$ cat src/rtl/sync_frame_tx_if.sv
// Handshake and serial-line bundle for the sync frame transmitter.
// The master side requests frames; the slave side serialises them.
interface sync_frame_tx_if #(
   parameter int DATA_BITS = 8
);
   logic                 start;
   logic [DATA_BITS-1:0] data;
   logic                 ready;
   logic                 serial_out;
   logic                 frame_done;

   modport master (
      output start,
      output data,
      input  ready,
      input  serial_out,
      input  frame_done
   );

   modport slave (
      input  start,
      input  data,
      output ready,
      output serial_out,
      output frame_done
   );
endinterface

$ cat src/rtl/sync_frame_tx.sv
// Serial frame transmitter: 4-bit sync pattern, then payload LSB first.
// Feeds the '1101' detector input directly; returns to idle between frames.
module sync_frame_tx #(
   parameter int         DATA_BITS    = 8,
   parameter logic [3:0] SYNC_PATTERN = 4'b1101,
   parameter logic       IDLE_VALUE   = 1'b0
) (
   input logic             clk,
   input logic             n_rst,
   sync_frame_tx_if.slave  bus
);

   localparam int CB = $clog2(DATA_BITS) + 1;
   localparam int CW = (CB < 2) ? 2 : CB;

   // All-ones marks "last sync bit already driven"; DATA never reaches it.
   localparam logic [CW-1:0] SYNC_END = '1;
   localparam logic [CW-1:0] LAST     = CW'(DATA_BITS - 1);

   typedef enum logic [1:0] {
      IDLE,
      SYNC,
      DATA,
      DONE
   } state_t;

   state_t               state;
   state_t               state_n;
   logic [CW-1:0]        cnt;
   logic [CW-1:0]        cnt_n;
   logic [DATA_BITS-1:0] shift;
   logic [DATA_BITS-1:0] shift_n;
   logic                 so;
   logic                 so_n;
   logic                 done;
   logic                 done_n;

   always_ff @(posedge clk or negedge n_rst) begin
      if (!n_rst) begin
         state <= IDLE;
         cnt   <= '0;
         shift <= '0;
         so    <= IDLE_VALUE;
         done  <= 1'b0;
      end else begin
         state <= state_n;
         cnt   <= cnt_n;
         shift <= shift_n;
         so    <= so_n;
         done  <= done_n;
      end
   end

   always_comb begin
      state_n = state;
      cnt_n   = cnt;
      shift_n = shift;
      so_n    = so;
      done_n  = 1'b0;
      unique case (state)
         IDLE: begin
            so_n = IDLE_VALUE;
            if (bus.start) begin
               shift_n = bus.data;
               state_n = SYNC;
               so_n    = SYNC_PATTERN[3];
               cnt_n   = CW'(2);
            end
         end
         SYNC: begin
            if (cnt == SYNC_END) begin
               state_n = DATA;
               so_n    = shift[0];
               shift_n = shift >> 1;
               cnt_n   = LAST;
            end else begin
               so_n  = SYNC_PATTERN[cnt[1:0]];
               cnt_n = cnt - 1'b1;
            end
         end
         DATA: begin
            if (cnt != '0) begin
               so_n    = shift[0];
               shift_n = shift >> 1;
               cnt_n   = cnt - 1'b1;
            end else begin
               state_n = DONE;
               so_n    = IDLE_VALUE;
               done_n  = 1'b1;
            end
         end
         DONE: begin
            state_n = IDLE;
            so_n    = IDLE_VALUE;
         end
         default: state_n = IDLE;
      endcase
   end

   assign bus.ready      = (state == IDLE);
   assign bus.serial_out = so;
   assign bus.frame_done = done;

endmodule

$ cat src/flat_wrapper.sv
// flat-port wrapper written by rule: the top's interface ports become plain ports
module sync_frame_tx_flat 
#(
   parameter int         DATA_BITS    = 8,
   parameter logic [3:0] SYNC_PATTERN = 4'b1101,
   parameter logic       IDLE_VALUE   = 1'b0
)
  (clk, n_rst, bus_start, bus_data, bus_ready, bus_serial_out, bus_frame_done);
  sync_frame_tx_if #(.DATA_BITS(DATA_BITS)) bus_i ();
  input logic clk;
  input logic n_rst;
  input wire logic [$bits(bus_i.start)-1:0] bus_start;
  input wire logic [$bits(bus_i.data)-1:0] bus_data;
  output wire logic [$bits(bus_i.ready)-1:0] bus_ready;
  output wire logic [$bits(bus_i.serial_out)-1:0] bus_serial_out;
  output wire logic [$bits(bus_i.frame_done)-1:0] bus_frame_done;
  assign bus_i.start = bus_start;
  assign bus_i.data = bus_data;
  assign bus_ready = bus_i.ready;
  assign bus_serial_out = bus_i.serial_out;
  assign bus_frame_done = bus_i.frame_done;
  sync_frame_tx #(.DATA_BITS(DATA_BITS), .SYNC_PATTERN(SYNC_PATTERN), .IDLE_VALUE(IDLE_VALUE)) u_core (.clk(clk), .n_rst(n_rst), .bus(bus_i));
endmodule
$ cat config.mk
export PLATFORM = sky130hd
export DESIGN_NAME = sync_frame_tx_flat
export DESIGN_NICKNAME = d
export VERILOG_FILES = /design/src/rtl/sync_frame_tx_if.sv /design/src/rtl/sync_frame_tx.sv /design/src/flat_wrapper.sv
export SDC_FILE = /design/constraint.sdc
export NUM_CORES = 1
export LEC_CHECK = 0
export ABC_AREA = 1
export CAP_MARGIN = 20
export CORE_MARGIN = 3
export CORE_UTILIZATION = 57
export DETAILED_ROUTE_END_ITERATION = 10
export PLACE_DENSITY = 0.87
export SLEW_MARGIN = 20
export SYNTH_ARGS = -nofsm -noshare
export SYNTH_HDL_FRONTEND = slang
export SYNTH_SLANG_ARGS = --single-unit
$ cat constraint.sdc
create_clock -name clk -period 4.01 [get_ports clk]
set_input_delay 0.802 -clock clk [delete_from_list [all_inputs] [get_ports clk]]
set_output_delay 0.802 -clock clk [all_outputs]
set_load 0.05 [all_outputs]
==> impl_metrics.yaml, run 1 <==
job:
  cap_violations: 0
sta:
  finalHoldViolCount: 0
  rsz0062_at_grt: "no"
  fin_setup_tns_ns: 0
  min_period_ns: 2.66
  slew_violations: 0
  fin_crit_sh: 0.664
  setup_viol: 0
  tightest_slew_ns: 0.702
  fin_hold_ws_ns: 0.492
  slew_headroom: 0.530
  skew_ns: 0.00604
  fmax_mhz: 375
grt:
  busiest_layer: "met2"
  antenna_found_initial: 0
  gr-usage-met3: 0.0865
  grt_max_degree: 17
  grt_pass1_wl_microns: 3210
  track_usage: 0.215
  grt.overflow.total: 0
  first_global_vias: 756
  met2_usage: 0.375
  grt.met1_usage: 0.219
power_and_ir_drop:
  power.internal_mw: 0.549
  pwr-share-seq: 0.281
  p_switching_mw: 0.536
  peakVddDrop_mv: 0.491
  power_leakage_nw: 0.578
  p_per_area_mw_per_mm2: 943
  switching_share: 0.494
  combPwrFrac: 0.619
  clkPwrFrac: 0.100
die:
  num_rows: 14
  fp.coreArea_sq_mm: 0.00158
  die_y_microns: 47.8
  pin_count: 14
  die-area_sq_mm: 0.00228
  chipWidth_microns: 47.8
  initial_core_util: 0.631
yosys:
  yosysWarnings: 0
  yosys.cell_types.count: 20
  syn_nets: 132
  seq_area_frac_synth: 0.403
  synth.cell_area_sq_um: 995
  syn-instance-count: 113
  ys_ff_latch: 16
  synth.avg_cell_area_sq_um: 8.80
critical_path:
  slowest_stage: "clkdlybuf4s50_1"
  cp_data_required_time_ns: 3.21
  path_cells: "inv_1 -> ha_1 -> clkdlybuf4s50_1"
  cpPeakStageDelay_ns: 0.81
  cp.arrival_ns: 1.86
  setup.worst_path.end_class: "output pin"
  cp-start-kind: "flip-flop"
  path_class: "flip-flop to output pin"
  crit_fanout: 4
detailed_routing:
  drt-total-wl_microns: 1990
  routed_via_density: 5.65
  num_vias: 808
  drt-wirelength-per-cell_microns: 13.9
  drc_errors: 0
  ant_nets: 0
  drt_iter0_markers: 12
  firstDrtPassIters: 4
placement:
  gp_congestion: 0.855
  io_buffers: 13
  placed_area_sq_mm: 0.00111
  hpwl_microns: 1480
clocking:
  htree_levels: 1
  ctsResizeCount: 0
  cts_hold_buf: 0
  cts_sinks: 16
  clock_latency_ns: 0.30
  clock-root-buffer: "clkbuf_4"
  path_clk_slew_ns: 0.10
  post_cts_buffers: 0
  cts_tree: "done"
  clock_path_buffers: 2
  cts_buffers: 3
final_layout:
  layout_common_cells: "nand2_1 (31), dfrtp_1 (16), clkdlybuf4s50_1 (13)"
  fin_nets: 147
  fillers: 116
  layout_commonest_cell: "nand2_1"
  synthToLayoutAreaGrowth_pct: 15.7
  n_antenna_cell: 0
  layout-drive-gt1-share: 0.126
  fin_util: 0.730
  final_area_sq_mm: 0.00115
min_path:
  hold_class: "flip-flop to flip-flop"
status:
  outcome: "complete, no violations"
synthesized netlist by cell type:
master	number	area, sq um
nand2_1	31	116
dfrtp_1	16	400
inv_1	11	41.3
ha_1	8	100
nor2_1	8	30.0
o21ai_2	8	70.1
mux2i_1	7	70.1
nand3_1	6	30.0
o21ai_0	4	20.0
a21oi_1	2	10.0
buf_6	2	22.5
nand4_1	2	12.5
a21o_1	1	7.51
buf_4	1	7.51
nand2_2	1	6.26
nand3_2	1	10.0
nand3_4	1	17.5
nor2_2	1	6.26
o211ai_1	1	7.51
xnor2_1	1	8.76
sequential cells by signal, indices dropped and copies added (netlist names):
signal                 cells
u_core.shift               8
u_core.state               2
u_core.cnt                 4
u_core.bus.frame_done      1
u_core.bus.serial_out      1
routing by layer:
layer  share of wire  wire length, microns
met3           0.054                   108
met4           0.017                    33
met5               0                     0
met2            0.52                  1030
met1            0.41                   810
cell families after synthesis:
| family | Yosys count | share of synthesized area |
|---|---|---|
| AO/OA/AOI/OAI | 16 | 0.116 |
| XOR/XNOR | 1 | 0.00881 |
| adder cells (fa/ha/maj) | 8 | 0.101 |
| AND/OR/NAND/NOR | 51 | 0.230 |
| flip-flops | 16 | 0.403 |
| multiplexers | 7 | 0.0704 |
| buffers and inverters | 14 | 0.0717 |
critical path, delay by kind of cell, from the launching register on:
kind                       cells  cell delay, ns
adders and majority gates      1            0.20
buffers and inverters          2            0.94
DFF                            1            0.43
power by group through the flow:
stage	sequential, mW	combinational, mW	clock (mW)
3_5_place_dp	0.307	0.671	0
5_1_grt	0.314	0.743	0.118
6_report	0.305	0.672	0.108
3_3_place_gp	0.301	0.639	0
2_1_floorplan	0.312	0.551	0
4_1_cts	0.303	0.677	0.111
final cells by class:
type | instances | area (sq um) | area share
tap | 16 | 20.0 | 0.0174
sequential | 16 | 400 | 0.348
inverter | 11 | 41.3 | 0.0359
clock buffer | 4 | 36.3 | 0.0315
timing repair buffer | 13 | 130 | 0.113
multi-input combinational | 83 | 523 | 0.454
through the flow:
step | worst slack (ns) | std cells | total power [mW]
final | 1.35 | 143 | 1.08
after global routing | 1.28 | 143 | 1.18
after CTS | 1.34 | 143 | 1.09
after detailed placement | 1.68 | 139 | 0.978
after global placement | 1.75 | 139 | 0.940
after floorplan | 2.25 | 113 | 0.863
worst paths after layout:
check	slack [ns]	cells after the start	start	endpoint
max	1.35	3	u_core.state[0]	bus_ready
min	0.49	2	u_core.shift[5]	u_core.shift[5]
max reg2reg	2.31	7	u_core.state[0]	u_core.cnt[2]
min reg2reg	0.49	2	u_core.shift[5]	u_core.shift[5]
max in group asynchronous	2.64	1	n_rst	u_core.shift[5]
min in group asynchronous	0.92	1	n_rst	u_core.cnt[3]
No activity file was read; power rests on OpenSTA's default activity.
==> run 2: changes to the inputs <==
CORE_UTILIZATION = 53   (was 57)
PLACE_DENSITY = 0.82   (was 0.87)
clock period = 2.6 ns   (was 4.01 ns; I/O delays follow)
==> run 2 against run 1 <==
Clock power rose by 50%. Non-clock buffer count unchanged. Highest routed layer unchanged. Final cell count rose by 6.3%. Critical endpoint unchanged. Sequential share of layout area decreased by 0.34 points. Critical path type unchanged. Power is 51% higher. Via count down 6.3%. Largest power group unchanged. Largest cell class unchanged.
==> impl_metrics.yaml, run 2 (same netlist as run 1, synthesis figures left out) <==
status:
  outcome: "complete, no violations"
sta:
  slew_headroom: 0.503
  finalHoldViolCount: 0
  slew_violations: 0
  skew_ns: 0.00111
  tightest_slew_ns: 0.743
  fin_crit_sh: 0.905
  fin_ws_ns: 0.247
  setup_viol: 0
  fmax_mhz: 425
  rsz0062_at_grt: "no"
  fin_setup_tns_ns: 0
  min_period_ns: 2.35
die:
  initial_core_util: 0.570
  num_rows: 15
  fp.coreArea_sq_mm: 0.00175
  die_y_microns: 49.3
  pin_count: 14
  die-area_sq_mm: 0.00243
  chipWidth_microns: 49.3
clocking:
  clock-root-buffer: "clkbuf_4"
  htree_levels: 1
  ctsResizeCount: 0
  cts_hold_buf: 0
  cts_sinks: 16
  path_clk_slew_ns: 0.09
  cts_buffers: 3
  cts_tree: "done"
  post_cts_buffers: 0
  clock_path_buffers: 2
  clock_latency_ns: 0.28
min_path:
  hold_class: "flip-flop to flip-flop"
final_layout:
  n_antenna_cell: 0
  layout-drive-gt1-share: 0.126
  reg_top3: "u_core.shift: 8 flops, u_core.cnt: 4 flops, u_core.state: 2 flops"
  synthToLayoutAreaGrowth_pct: 16.9
  layout_common_cells: "nand2_1 (31), dfrtp_1 (16), clkdlybuf4s50_1 (13)"
  fin_nets: 147
  layout_commonest_cell: "nand2_1"
  layout.cells.non_filler: 152
  largest_reg_flops: 8
  largest_register: "u_core.shift"
  final_area_sq_mm: 0.00116
  fillers: 148
critical_path:
  cp_top_family: "buffers and inverters"
  crit_buf_inv: 2
  cpPeakStageDelay_ns: 0.81
  setup.worst_path.end_class: "output pin"
  cp.arrival_ns: 1.83
  crit_fanout: 4
  path_class: "flip-flop to output pin"
  slowest_stage: "clkdlybuf4s50_1"
  path_cells: "inv_1 -> ha_1 -> clkdlybuf4s50_1"
  cp-start-kind: "flip-flop"
  cp_data_required_time_ns: 2.08
grt:
  grt.met1_usage: 0.198
  grt_pass1_wl_microns: 3230
  first_global_vias: 747
  grt_max_degree: 17
  grt.overflow.total: 0
  gr-usage-met3: 0.0398
  busiest_layer: "met2"
  met2_usage: 0.310
  antenna_found_initial: 0
  track_usage: 0.174
power_and_ir_drop:
  switching_share: 0.483
  peakVddDrop_mv: 0.710
  combPwrFrac: 0.612
  pwr-share-seq: 0.289
  p_per_area_mw_per_mm2: 1400
  power_leakage_nw: 0.578
  power_mw: 1.63
  power.internal_mw: 0.845
  p_switching_mw: 0.788
  clkPwrFrac: 0.099
detailed_routing:
  num_vias: 757
  drc_errors: 0
  firstDrtPassIters: 4
  drt-wirelength-per-cell_microns: 11.6
  ant_nets: 0
  routed_via_density: 4.98
  drt_iter0_markers: 13
  drt-total-wl_microns: 1760
placement:
  hpwl_microns: 1380
  io_buffers: 13
  gp_congestion: 0.863
  dp_slack_ns: 0.562
  placed_area_sq_mm: 0.00113
  dpl.cell_count: 148
job:
  cap_violations: 0
## run 2: layout make-up
type	count	area, sq um	share of cell area
clock buffers	4	36.3	0.0312
multi-input cells	83	523	0.450
inverters	11	41.3	0.0355
flip-flops and latches	16	400	0.344
well taps	25	31.3	0.0269
repair buffers	13	130	0.112
## run 2: worst register-to-register path: cells and delay by family, from the launching register on
kind | cells | cell delay [ns]
DFF | 1 | 0.41
and+or+nand+nor | 4 | 0.66
AOI/OAI and AO/OA | 1 | 0.06
buffers and inverters | 2 | 0.16
adders and majority gates | 1 | 0.23
## run 2: metrics by stage
step / util / hold WS, ns
after floorplan: - / 0.224
after global placement: 0.645 / 0.462
after detailed placement: 0.645 / 0.470
after CTS: 0.666 / 0.493
after global routing: 0.666 / 0.529
final: 0.666 / 0.490
## run 2: power by group through the flow
stage | clock network (mW) | logic, mW | registers, mW
after floorplan | 0 | 0.849 | 0.482
after global routing | 0.182 | 1.13 | 0.487
after global placement | 0 | 0.984 | 0.467
after detailed placement | 0 | 1.01 | 0.476
final | 0.162 | 0.999 | 0.471
after CTS | 0.167 | 1.02 | 0.472
## run 2: final timing paths
check / from / endpoint / slack (ns) / cells after the start
max: u_core.state[0] / bus_ready / 0.25 / 3
min: u_core.shift[4] / u_core.shift[4] / 0.49 / 2
max reg2reg: u_core.state[0] / u_core.shift[5] / 0.97 / 8
min reg2reg: u_core.shift[4] / u_core.shift[4] / 0.49 / 2
max in group asynchronous: n_rst / u_core.cnt[1] / 1.47 / 1
min in group asynchronous: n_rst / u_core.cnt[3] / 0.67 / 1
## run 2: routing by layer
layer,share of wire,vias up
met1,0.45,351
met3,0.030,2
met4,0.0096,0
met2,0.51,10
met5,0,-
li1,-,394
==> run 3: changes to the inputs <==
CORE_UTILIZATION = 47   (was 53)
PLACE_DENSITY = 0.77   (was 0.82)
clock period = 2 ns   (was 2.6 ns; I/O delays follow)
==> run 3 against run 2 <==
Sequential power is 30% higher. Power is 27% higher. Routed wire length is 1.8% lower. Register-to-register slack worse by 0.60 ns. Clock skew hardly changed. Combinational power is 30% higher. Sequential share of layout area is 0.19 points higher. Final cell count is 1.3% higher. Setup slack worse by 0.042 ns. Via count is 0.40% higher. Hold slack worse by 0.058 ns. Clock power hardly changed. Highest routed layer unchanged.
==> impl_metrics.yaml, run 3 (same netlist as run 1, synthesis figures left out) <==
sta:
  slew_headroom: 0.675
  skew_ns: 0.000991
  fin_crit_sh: 0.898
  min_period_ns: 1.80
  finalHoldViolCount: 0
  slew_violations: 0
  fin_setup_tns_ns: 0
  fmax_mhz: 557
  tightest_slew_ns: 0.487
  fin_hold_ws_ns: 0.432
  setup_viol: 0
  rsz0062_at_grt: "no"
critical_path:
  cpPeakStageDelay_ns: 0.79
  cp.arrival_ns: 1.40
  path_class: "flip-flop to output pin"
  slowest_stage: "clkdlybuf4s50_1"
  r2r_slack_ns: 0.37
  setup.worst_path.end_class: "output pin"
  cp-start-kind: "flip-flop"
  crit_fanout: 1
  path_cells: "clkdlybuf4s50_1"
  crit_buf_inv: 1
  cp_top_family: "buffers and inverters"
  cp_data_required_time_ns: 1.60
clocking:
  cts_tree: "done"
  path_clk_slew_ns: 0.09
  clock-root-buffer: "clkbuf_4"
  clock_path_buffers: 2
  clock_latency_ns: 0.28
  post_cts_buffers: 0
  cts_hold_buf: 0
  cts_sinks: 16
  cts_buffers: 3
  htree_levels: 1
  ctsResizeCount: 0
power_and_ir_drop:
  power_leakage_nw: 0.577
  peakVddDrop_mv: 0.939
  p_per_area_mw_per_mm2: 1800
detailed_routing:
  drc_errors: 0
  ant_nets: 0
  drt-wirelength-per-cell_microns: 11.2
  routed_via_density: 4.94
  firstDrtPassIters: 7
  drt_iter0_markers: 14
  num_vias: 760
  drt-total-wl_microns: 1730
placement:
  hpwl_microns: 1350
  dpl.cell_count: 151
  placed_area_sq_mm: 0.00113
  io_buffers: 13
  gp_congestion: 0.762
die:
  num_rows: 16
  die_y_microns: 52.0
  fp.coreArea_sq_mm: 0.00198
  chipWidth_microns: 52.0
  initial_core_util: 0.502
  pin_count: 14
  die-area_sq_mm: 0.00270
min_path:
  hold_class: "input port to async pin"
final_layout:
  largest_reg_flops: 8
  largest_register: "u_core.shift"
  fin_util: 0.583
  layout_common_cells: "nand2_1 (31), dfrtp_1 (16), clkdlybuf4s50_1 (12)"
  final_area_sq_mm: 0.00116
  synthToLayoutAreaGrowth_pct: 16.2
  layout_commonest_cell: "nand2_1"
  layout.cells.non_filler: 154
  fin_nets: 148
  layout-drive-gt1-share: 0.134
  n_antenna_cell: 0
  reg_top3: "u_core.shift: 8 flops, u_core.cnt: 4 flops, u_core.state: 2 flops"
grt:
  grt.overflow.total: 0
  track_usage: 0.150
  grt_pass1_wl_microns: 2970
  first_global_vias: 716
  grt_max_degree: 17
  antenna_found_initial: 0
status:
  outcome: "complete, no violations"
job:
  cap_violations: 0
run 3: layer usage:
metal	GRT usage	share of wire	vias to the layer above
li1	-	-	396
met5	0	0	-
met1	0.171	0.46	342
met3	0.0372	0.047	4
met2	0.251	0.48	18
met4	0.0873	0.013	0
run 3: power by group:
group | leakage (nW) | internal, mW | total (mW) | switching (mW)
Sequential | 0.203 | 0.481 | 0.614 | 0.132
Combinational | 0.360 | 0.503 | 1.30 | 0.795
Clock | 0.0138 | 0.0699 | 0.165 | 0.0953
Total | 0.577 | 1.05 | 2.08 | 1.02
run 3: final cells by class:
| type | instances | area (sq um) |
|---|---|---|
| inverter | 11 | 41.3 |
| fill | 171 | 826 |
| timing repair buffer | 14 | 135 |
| multi-input combinational | 83 | 523 |
| tap | 27 | 33.8 |
| sequential | 16 | 400 |
| clock buffer | 3 | 22.5 |
run 3: final timing paths:
kind,start,end,cells past startpoint
min in group clk,u_core.shift[1],u_core.shift[1],2
min reg2reg,u_core.shift[1],u_core.shift[1],2
max reg2reg,u_core.state[0],u_core.shift[0],8
max,u_core.bus.serial_out,bus_serial_out,1
min,n_rst,u_core.cnt[3],2
max in group asynchronous,n_rst,u_core.shift[7],2
run 3: stage by stage:
stage | setup slack [ns] | power [mW]
after floorplan | 0.314 | 1.73
after global placement | 0.316 | 1.88
after detailed placement | 0.243 | 1.92
after CTS | 0.189 | 2.09
after global routing | 0.158 | 2.28
final | 0.205 | 2.08
